`src/rtl/shift_pkg.sv`:
```
// Shared types and elaboration helpers for the parallel-to-serial shifter.
package shift_pkg;

  typedef enum logic {
    IDLE  = 1'b0,
    SHIFT = 1'b1
  } state_t;

  localparam int DEFAULT_WIDTH = 16;
  localparam int DEFAULT_STEP  = 1;

  // Ceiling log2, usable in parameter expressions.
  function automatic int clog2(input int value);
    int result;
    int v;
    result = 0;
    v = value - 1;
    while (v > 0) begin
      result = result + 1;
      v = v >> 1;
    end
    return result;
  endfunction

endpackage

```
`src/rtl/shift_serializer.sv`:
```
// Parallel-to-serial shift register: load a word, emit STEP bits per shift_en beat,
// back-fill from ser_in, and pulse done once the last beat has left.
module shift_serializer
  import shift_pkg::*;
#(
  parameter int WIDTH     = DEFAULT_WIDTH,
  parameter int STEP      = DEFAULT_STEP,
  parameter bit MSB_FIRST = 1'b1,
  parameter int TAP       = 7,
  localparam int BEATS    = WIDTH / STEP,
  localparam int CW       = clog2(BEATS + 1)
) (
  input  logic             clk,
  input  logic             reset_n,
  input  logic             load_valid,
  output logic             load_ready,
  input  logic [WIDTH-1:0] load_data,
  input  logic             shift_en,
  input  logic [STEP-1:0]  ser_in,
  input  logic             abort,
  output logic [WIDTH-1:0] shift_data,
  output logic [STEP-1:0]  ser_out,
  output logic             msb_out,
  output logic             tap_out,
  output logic             busy,
  output logic [CW-1:0]    beats_left,
  output logic             done
);

  if (WIDTH % STEP != 0) begin : g_bad_step
    $error("shift_serializer: WIDTH must be a multiple of STEP");
  end
  if (TAP < 0 || TAP >= WIDTH) begin : g_bad_tap
    $error("shift_serializer: TAP must index a bit of shift_data");
  end

  state_t           state;
  logic [WIDTH-1:0] shifted;

  // Next register image for one beat; a single-beat word is replaced wholesale.
  if (STEP == WIDTH) begin : g_whole
    assign shifted = ser_in;
  end else if (MSB_FIRST) begin : g_left
    assign shifted = {shift_data[WIDTH-STEP-1:0], ser_in};
  end else begin : g_right
    assign shifted = {ser_in, shift_data[WIDTH-1:STEP]};
  end

  if (MSB_FIRST) begin : g_out_msb
    assign ser_out = shift_data[WIDTH-1 -: STEP];
  end else begin : g_out_lsb
    assign ser_out = shift_data[STEP-1:0];
  end

  assign msb_out    = shift_data[WIDTH-1];
  assign tap_out    = shift_data[TAP];
  assign load_ready = (state == IDLE);
  assign busy       = (state == SHIFT);

  always_ff @(posedge clk) begin
    if (!reset_n) begin
      state      <= IDLE;
      shift_data <= '0;
      beats_left <= '0;
      done       <= 1'b0;
    end else begin
      done <= 1'b0;
      case (state)
        IDLE: begin
          // An abort in IDLE swallows a coincident load.
          if (load_valid && !abort) begin
            shift_data <= load_data;
            beats_left <= CW'(BEATS);
            state      <= SHIFT;
          end
        end
        SHIFT: begin
          if (abort) begin
            beats_left <= '0;
            state      <= IDLE;
          end else if (shift_en) begin
            shift_data <= shifted;
            beats_left <= beats_left - CW'(1);
            if (beats_left == CW'(1)) begin
              state <= IDLE;
              done  <= 1'b1;
            end
          end
        end
        default: state <= IDLE;
      endcase
    end
  end

endmodule
```
`config.mk`:
```
export PLATFORM = sky130hd
export DESIGN_NAME = shift_serializer
export DESIGN_NICKNAME = d
export VERILOG_FILES = /design/src/rtl/shift_pkg.sv /design/src/rtl/shift_serializer.sv
export SDC_FILE = /design/constraint.sdc
export NUM_CORES = 1
export LEC_CHECK = 0
export BUFFER_PORTS_ARGS = -buffer_cell sky130_fd_sc_hd__buf_2
export CAP_MARGIN = 40
export CELL_PAD_IN_SITES_DETAIL_PLACEMENT = 1
export CELL_PAD_IN_SITES_GLOBAL_PLACEMENT = 1
export CORE_ASPECT_RATIO = 1.75
export CORE_UTILIZATION = 30
export DETAILED_ROUTE_END_ITERATION = 7
export PLACE_DENSITY = 0.75
export SYNTH_ARGS = -nofsm -noshare
export SYNTH_HDL_FRONTEND = slang
export SYNTH_SLANG_ARGS = --single-unit
export TNS_END_PERCENT = 50
```
`constraint.sdc`:
```
create_clock -name clk -period 3.96 [get_ports clk]
set_input_delay 0.792 -clock clk [delete_from_list [all_inputs] [get_ports clk]]
set_output_delay 0.792 -clock clk [all_outputs]
set_load 0.005 [all_outputs]
```
==> results of run 1 <==
## final cells by class
class                   instances  area (µm²)  share of cell area
multi-input cells              93       668.1              0.4410
inverters                       5       18.77             0.01239
repair buffers                 50       262.8              0.1734
well taps                      48       60.06             0.03964
flip-flops and latches         23       460.4              0.3039
clock buffers                   4       45.04             0.02973
## how the worst min path moves through the flow
stage	startpoint	end	slack, ps	cells past startpoint
final	shift_data[2]$_SDFFE_PN0P_	shift_data[2]$_SDFFE_PN0P_	500	2
after global routing	shift_data[2]$_SDFFE_PN0P_	shift_data[2]$_SDFFE_PN0P_	520	2
after CTS	shift_data[3]$_SDFFE_PN0P_	shift_data[3]$_SDFFE_PN0P_	500	2
after detailed placement	shift_data[3]$_SDFFE_PN0P_	shift_data[3]$_SDFFE_PN0P_	480	2
after global placement	shift_data[9]$_SDFFE_PN0P_	shift_data[9]$_SDFFE_PN0P_	470	2
after floorplan	beats_left[4]$_SDFFE_PN0P_	beats_left[4]$_SDFFE_PN0P_	470	2
## logic make-up (layout without fill, tap and decap cells)
| kind of cell | after synthesis | count (layout) | synth area share |
|---|---|---|---|
| flip-flops | 23 | 23 | 0.3744 |
| adder cells (fa/ha/maj) | 2 | 2 | 0.02034 |
| AO/OA/AOI/OAI | 43 | 43 | 0.2126 |
| multiplexers | 20 | 20 | 0.1638 |
| AND/OR/NAND/NOR | 28 | 28 | 0.1434 |
| buffers and inverters | 20 | 59 | 0.08544 |
## state kept, by name (all words and copies together) (netlist names)
| signal | flops |
|---|---|
| shift_data | 16 |
| beats_left | 5 |
| busy | 1 |
| done | 1 |
## metal layers
metal  up-vias  GRT usage  part of all wire
met4         0    0.06061            0.0090
met3         2    0.01754             0.037
met1       547     0.1850              0.43
met2        35     0.2752              0.53
met5         -          0                 0
li1        569          -                 -
## per-stage QoR
step / area [µm²] / power (W)
final: 1515 / 0.0004976
after global routing: 1515 / 0.0005280
after CTS: 1515 / 0.0005087
after detailed placement: 1470 / 0.0003619
after global placement: 1455 / 0.0003547
after floorplan: 1230 / 0.0003245
## synth_stat cells (2+ instances only)
master    count  share of area
ha_1          2          0.020
inv_1         4          0.012
a21oi_1      18          0.073
nand3_1       3          0.012
nand2_1       2         0.0061
a21boi_1      2          0.012
buf_6         2          0.018
dfxtp_1      23           0.37
mux2i_1      19           0.15
clkbuf_1      6          0.018
or3_1        16          0.081
nand3b_1      2          0.012
buf_4         3          0.018
buf_2         3          0.012
o21ai_0      16          0.065
## power breakdown
group          leakage [nW]  internal [W]  switching, W
Sequential            0.188      0.000244     0.0000126
Clock                0.0228     0.0000717     0.0000712
Combinational         0.415     0.0000486     0.0000491
## worst max-delay path, cell delays in order (launching register included)
cell     delay [ps]
dfxtp_1         360
buf_4           350
inv_1           100
buf_2           140
==> reports/metrics.cfg, run 1 <==
[outcome]
run_status = completed

[place]
place_inst = 219
io_buffers = 48
routabilityCongestion = 0.7171
dp_slack_ps = 1716
dpl.hpwl_um = 2264

[global_route]
grt_pass1_vias = 1141
grt_first_pass_wirelength_um = 5299
track_usage = 0.1548
antenna_found_initial = 0
grt_max_degree = 38
gr-total-overflow = 0

[clocking]
root_buffer = clkbuf_8
postCtsSetupRepairBufs = 0
ctsHoldBuffers = 0
cts_buffers = 3
cts_max_level = 1
clk_latency_ps = 260
cts_tree = built
cts.path.max_buffers = 2
clk_pin_slew_ps = 80
ctsResizeCount = 0
cts_sinks = 23

[routing]
routedWlPerCell_um = 13.91
route.vias.total = 1153
postRouteAntennaNets = 0
routed_wl_um = 3101
avgViaCountPerCell = 5.170
drc = 0
dr.pass1.iters = 4
drtIter0Drc = 7

[worst_setup_path]
r2r_setup_slack_ps = 2250
critPathLaunch = busy$_SDFF_PN0_
reg2reg_from = busy$_SDFF_PN0_
reg2reg_depth = 4
arrival_ps = 1210
crit_path_end = load_ready
start_kind = register
r2r-end = beats_left[3]$_SDFFE_PN0P_
path_max_fanout = 23
cp.required_ps = 3170
criticalPathCategory = reg -> out
crit_path_end_kind = primary output

[die]
dieArea_um2 = 4370
fp-row-count = 30
core_area_um2 = 3904
die_h_um = 86.70
chipWidth_um = 50.40
start_util = 0.3151
ioPinCount = 49

[finish]
utilization = 0.3881
layout_common_cells = buf_2 (48), dfxtp_1 (23), mux2i_1 (18), a21oi_1 (18)
finalNonFillerCells = 223
layout_commonest_cell = buf_2
layout.nets = 200
diodes = 0
fill_cells = 493
drive_gt1_frac = 0.3371
syn_to_final_growth_pct = 23.19

[timing]
finClkSkew_ps = 0.9088
fin_crit_ps = 1998
clock.fmax_ghz = 0.5006
hold_viol_final = 0
relSlewSlack = 0.5819
tightest_slew_ps = 615.0
fin_crit_sh = 0.5045
worst_slack_ps = 1962
finalSetupTns_ps = 0
rsz0062_at_grt = no
finalSetupViolations = 0
hold_ws_ps = 497.9
drv_slew = 0

[yosys]
syn_avg_cell_area_um2 = 9.044
synth_ff_type = dfxtp_1
synth_cell_types = 30
yosysSeqAreaShare = 0.3744
netlist_area_um2 = 1230
ys_async_sr_fraction = 0
yosysWarnings = 0
synth_fp_nets = 160
syn_inst = 136
synth_edf_count = 0
ys_ff_latch = 23

[power]
p_leak_nw = 0.6260
peakVddDrop_mv = 0.1717
power.density_nw_per_um2 = 328.4

[hold_path]
hp-class = reg -> reg

[flow_run]
maxCapViolations = 0

Power figures use the tool's default switching activity.
==> inputs of run 2 (changes only) <==
Settings changed: PLACE_DENSITY 0.75 to 0.77.
Clock period 3.96 ns to 1.8 ns, I/O delays scaled along.
==> run 2 against run 1 <==
Effect of this change: final cell count increased by 0.90%; sequential cell count stayed put; clock power up 130%; worst hold slack worse by 110 ps.
==> reports/metrics.cfg, run 2 (same netlist as run 1, synthesis figures left out) <==
[routing]
routed_wl_um = 3231  ; +4.2%
dr.pass1.iters = 2  ; -2
drtIter0Drc = 13  ; +6
drc = 0  ; unchanged
route.vias.total = 1184  ; +2.7%
postRouteAntennaNets = 0  ; unchanged
avgViaCountPerCell = 5.262  ; +1.8%
routedWlPerCell_um = 14.36  ; +3.3%

[die]
die_h_um = 86.70  ; unchanged
dieArea_um2 = 4370  ; unchanged
fp-row-count = 30  ; unchanged
chipWidth_um = 50.40  ; unchanged
ioPinCount = 49  ; unchanged
core_area_um2 = 3904  ; unchanged
start_util = 0.3151  ; unchanged

[clocking]
ctsResizeCount = 0  ; unchanged
cts.path.max_buffers = 2  ; unchanged
postCtsSetupRepairBufs = 0  ; unchanged
ctsHoldBuffers = 0  ; unchanged
cts_buffers = 3  ; unchanged
clk_pin_slew_ps = 80  ; about the same
root_buffer = clkbuf_8
clk_latency_ps = 260  ; about the same
cts_sinks = 23  ; unchanged
cts_max_level = 1  ; unchanged
cts_tree = built

[power]
p_leak_nw = 0.6330  ; +1.1%
peakVddDrop_mv = 0.4194  ; +140%
power.density_nw_per_um2 = 726.8  ; +120%

[worst_setup_path]
crit_path_end_kind = register
arrival_ps = 1800  ; +590 ps
start_kind = register
path_max_fanout = 3  ; -87%
criticalPathCategory = reg -> reg
cp.required_ps = 2000  ; -1170 ps

[timing]
finClkSkew_ps = 1.875  ; +0.9665 ps
hold_viol_final = 0  ; unchanged
clock.fmax_ghz = 0.6274
finalSetupViolations = 0  ; unchanged
fin_crit_ps = 1594
relSlewSlack = 0.7046  ; +0.1227
drv_slew = 0  ; unchanged
finalSetupTns_ps = 0  ; unchanged
rsz0062_at_grt = no
fin_crit_sh = 0.8854
tightest_slew_ps = 442.2  ; -172.8 ps

[finish]
top_register = shift_data
multi_input_area_um2 = 668.1  ; unchanged
largest_register_ffs = 16  ; unchanged
diodes = 0  ; unchanged
layout_common_cells = buf_2 (48), dfxtp_1 (23), mux2i_1 (18), a21oi_1 (18)
finalNonFillerCells = 225  ; +0.90%
layout.nets = 202  ; +1.0%
fill_cells = 505  ; +2.4%
syn_to_final_growth_pct = 23.80
drive_gt1_frac = 0.3446  ; +0.007490
regArea_um2 = 460.4  ; unchanged
reg.largest.list = shift_data (16), beats_left (5)
layout_commonest_cell = buf_2

[global_route]
grt_first_pass_wirelength_um = 5319  ; +0.38%
gr-total-overflow = 0  ; unchanged
grt_pass1_vias = 1180  ; +3.4%
antenna_found_initial = 0  ; unchanged
grt_max_degree = 35  ; -7.9%
track_usage = 0.1585  ; +0.003736

[place]
place_inst = 221  ; +0.91%
dpl.hpwl_um = 2437  ; +7.6%
io_buffers = 48  ; unchanged
routabilityCongestion = 0.7151  ; -0.28%

[flow_run]
maxCapViolations = 0  ; unchanged

[hold_path]
hp-class = in -> reg

[outcome]
run_status = completed

run 2: changes by cell type in the layout (fill, tap and decap cells not counted), sizes merged:
cell	delta
buf	+2
run 2: stage by stage:
stage	setup slack (ps)	instance area (µm²)	utilization	power, W	hold WS, ps
after global placement	265.6	1478	0.3785	0.0007852	470.1
after floorplan	335.2	1230	-	0.0007140	471.8
after CTS	181.3	1523	0.3901	0.001126	383.1
final	206.2	1523	0.3901	0.001107	384.8
after global routing	100.9	1523	0.3901	0.001163	397.1
after detailed placement	201.7	1478	0.3785	0.0007986	482.9
run 2: final timing paths:
check,start,end,slack [ps],depth (start not counted)
setup reg to reg,beats_left[1]$_SDFFE_PN0P_,beats_left[4]$_SDFFE_PN0P_,210,5
setup / recovery,beats_left[1]$_SDFFE_PN0P_,beats_left[4]$_SDFFE_PN0P_,210,5
hold / removal,reset_n,shift_data[6]$_SDFFE_PN0P_,380,3
hold reg to reg,beats_left[4]$_SDFFE_PN0P_,beats_left[4]$_SDFFE_PN0P_,500,2
run 2: report_power, final:
part | total [W] | switching [W] | leakage, nW | internal [W]
clock network | 0.000323 | 0.000165 | 0.0228 | 0.000158
registers | 0.000568 | 0.0000304 | 0.188 | 0.000538
logic | 0.000215 | 0.000107 | 0.422 | 0.000108
total | 0.00111 | 0.000303 | 0.633 | 0.000804
run 2: critical path: stages, from the launching register on:
cell     delay (ps)
dfxtp_1         360
inv_1           120
ha_1            200
or3b_2          460
mux2_2          270
a21oi_1         130
run 2: final cells by class:
| cell class | instances | share of cell area |
|---|---|---|
| inverter | 5 | 0.01233 |
| tap | 48 | 0.03944 |
| multi-input combinational | 93 | 0.4388 |
| sequential | 23 | 0.3024 |
| clock buffer | 4 | 0.02958 |
| timing repair buffer | 52 | 0.1775 |
run 2: layer usage:
layer / track usage / wire [µm] / up-vias / share of wire
met3: 0.02807 / 127 / 5 / 0.039
met5: 0 / 0 / - / 0
met4: 0.06818 / 56 / 0 / 0.017
li1: - / - / 573 / -
met2: 0.2824 / 1692 / 38 / 0.52
met1: 0.1803 / 1354 / 568 / 0.42
==> inputs of run 3 (changes only) <==
Settings changed: SETUP_SLACK_MARGIN from default to 0.5, SLEW_MARGIN from default to 10.
==> run 3 against run 2 <==
Effect of this change: global-route usage is 1.7 points higher; via count is 4.4% higher; sequential power hardly changed; clock power barely moved; worst hold slack gained 84 ps; critical endpoint is now beats_left[3]$_SDFFE_PN0P_.
==> reports/metrics.cfg, run 3 (same netlist as run 1, synthesis figures left out) <==
[worst_setup_path]
crit_chain = or3b_4, a2111oi_4, mux2i_1
critical_path.top_delay_family = simple AND/OR/NAND/NOR gates
cpPeakStageDelay_ps = 430  ; -30 ps
start_kind = register
arrival_ps = 1630  ; -170 ps
critPathBufInv = 0  ; -1
crit_path_end_kind = register
slowest_stage = or3b_4
cp.required_ps = 2000  ; about the same
path_max_fanout = 4  ; +1
criticalPathCategory = reg -> reg

[die]
die_h_um = 86.70  ; unchanged
chipWidth_um = 50.40  ; unchanged
start_util = 0.3151  ; unchanged
fp-row-count = 30  ; unchanged
ioPinCount = 49  ; unchanged
dieArea_um2 = 4370  ; unchanged
core_area_um2 = 3904  ; unchanged

[clocking]
clk_latency_ps = 260  ; about the same
root_buffer = clkbuf_8
clk_pin_slew_ps = 80  ; about the same
cts_buffers = 3  ; unchanged
ctsHoldBuffers = 0  ; unchanged
cts_max_level = 1  ; unchanged
cts_tree = built
cts_sinks = 23  ; unchanged
cts.path.max_buffers = 2  ; unchanged

[place]
dp_slack_ps = 150.7  ; -51.01 ps
routabilityCongestion = 0.7016  ; -1.9%
dpl.hpwl_um = 2598  ; +6.6%
io_buffers = 48  ; unchanged

[finish]
largest_register_ffs = 16  ; unchanged
drive_gt1_frac = 0.4948  ; +0.1502
layout_commonest_cell = buf_2
diodes = 0  ; unchanged
top_register = shift_data
reg.largest.list = shift_data (16), beats_left (5)
fill_cells = 477  ; -5.5%
layout.nets = 217  ; +7.4%
layout_common_cells = buf_2 (49), dfxtp_1 (20), mux2i_1 (18)
syn_to_final_growth_pct = 46.69

[global_route]
grt_first_pass_wirelength_um = 5837  ; +9.7%
antenna_found_initial = 0  ; unchanged
grt_max_degree = 37  ; +5.7%
gr-total-overflow = 0  ; unchanged
grt_pass1_vias = 1271  ; +7.7%
track_usage = 0.1759  ; +0.01739

[timing]
finClkSkew_ps = 4.286  ; +2.411 ps
drv_slew = 0  ; unchanged
hold_viol_final = 0  ; unchanged
fin_crit_sh = 0.7943  ; -0.09115
hold_ws_ps = 468.9  ; +84.13 ps
clock.fmax_ghz = 0.6995  ; +11%
finalSetupTns_ps = 0  ; unchanged
worst_slack_ps = 370.3  ; +164.1 ps
relSlewSlack = 0.7678  ; +0.06323
rsz0062_at_grt = yes
finalSetupViolations = 0  ; unchanged
tightest_slew_ps = 347.0  ; -95.21 ps
fin_crit_ps = 1430  ; -164.1 ps

[flow_run]
maxCapViolations = 0  ; unchanged

[outcome]
run_status = completed

[routing]
dr.pass1.iters = 4  ; +2
routed_wl_um = 4106  ; +27%
drc = 0  ; unchanged
drtIter0Drc = 13  ; unchanged
route.vias.total = 1236  ; +4.4%
postRouteAntennaNets = 0  ; unchanged
avgViaCountPerCell = 5.150  ; -2.1%
routedWlPerCell_um = 17.11  ; +19%

[power]
peakVddDrop_mv = 0.4045  ; -3.5%
p_leak_nw = 0.7501  ; +18%
power.total_w = 0.001209  ; +9.3%
power.density_nw_per_um2 = 670.2  ; -7.8%

[hold_path]
hp-class = in -> reg

## run 3: cell count changes in the layout (fill, tap and decap cells not counted), sizes merged
cell,change
buf,+15
## run 3: metal layers
metal / global-route usage / vias to the layer above / part of all wire
met3: 0.02105 / 8 / 0.038
met5: 0 / - / 0
met2: 0.3370 / 50 / 0.56
met4: 0.06061 / 0 / 0.021
li1: - / 598 / -
met1: 0.1918 / 580 / 0.38
## run 3: worst min-delay path: stages
cell and delay (ps):
buf_2 110, clkinv_1 170, a21oi_2 50
## run 3: worst paths after layout
| check | start | endpoint | slack (ps) | cells past startpoint |
|---|---|---|---|---|
| setup / recovery | busy$_SDFF_PN0_ | beats_left[3]$_SDFFE_PN0P_ | 370 | 3 |
| hold / removal | reset_n | shift_data[4]$_SDFFE_PN0P_ | 470 | 3 |
| setup reg to reg | busy$_SDFF_PN0_ | beats_left[3]$_SDFFE_PN0P_ | 370 | 3 |
| hold reg to reg | shift_data[10]$_SDFFE_PN0P_ | shift_data[10]$_SDFFE_PN0P_ | 510 | 2 |
## run 3: cell type report
class                   count  area, µm²  share of cell area
multi-input cells          93      764.5              0.4237
clock buffers               4      45.04             0.02497
repair buffers             67      436.7              0.2420
well taps                  48      60.06             0.03329
inverters                   5      26.28             0.01456
flip-flops and latches     23      471.7              0.2614
## run 3: metrics by stage
step | cell area [µm²] | util | instances
4_1_cts | 1672 | 0.4282 | 233
3_3_place_gp | 1504 | 0.3853 | 222
6_report | 1804 | 0.4622 | 240
2_1_floorplan | 1251 | - | 136
3_5_place_dp | 1504 | 0.3853 | 222
5_1_grt | 1804 | 0.4622 | 240
## run 3: repair_timing
| action | CTS | global route |
|---|---|---|
| setup buffers | 7 | 4 |
| pin swaps | 3 | 6 |
| gates cloned | 0 | 3 |
| resized for setup | 16 | 21 |
| endpoints found under the setup margin | 22 | 24 |
## run 3: report_power, final
group,switching [W],internal [W]
combinational,0.000151,0.000165
clock,0.000167,0.000158
sequential,0.0000308,0.000537
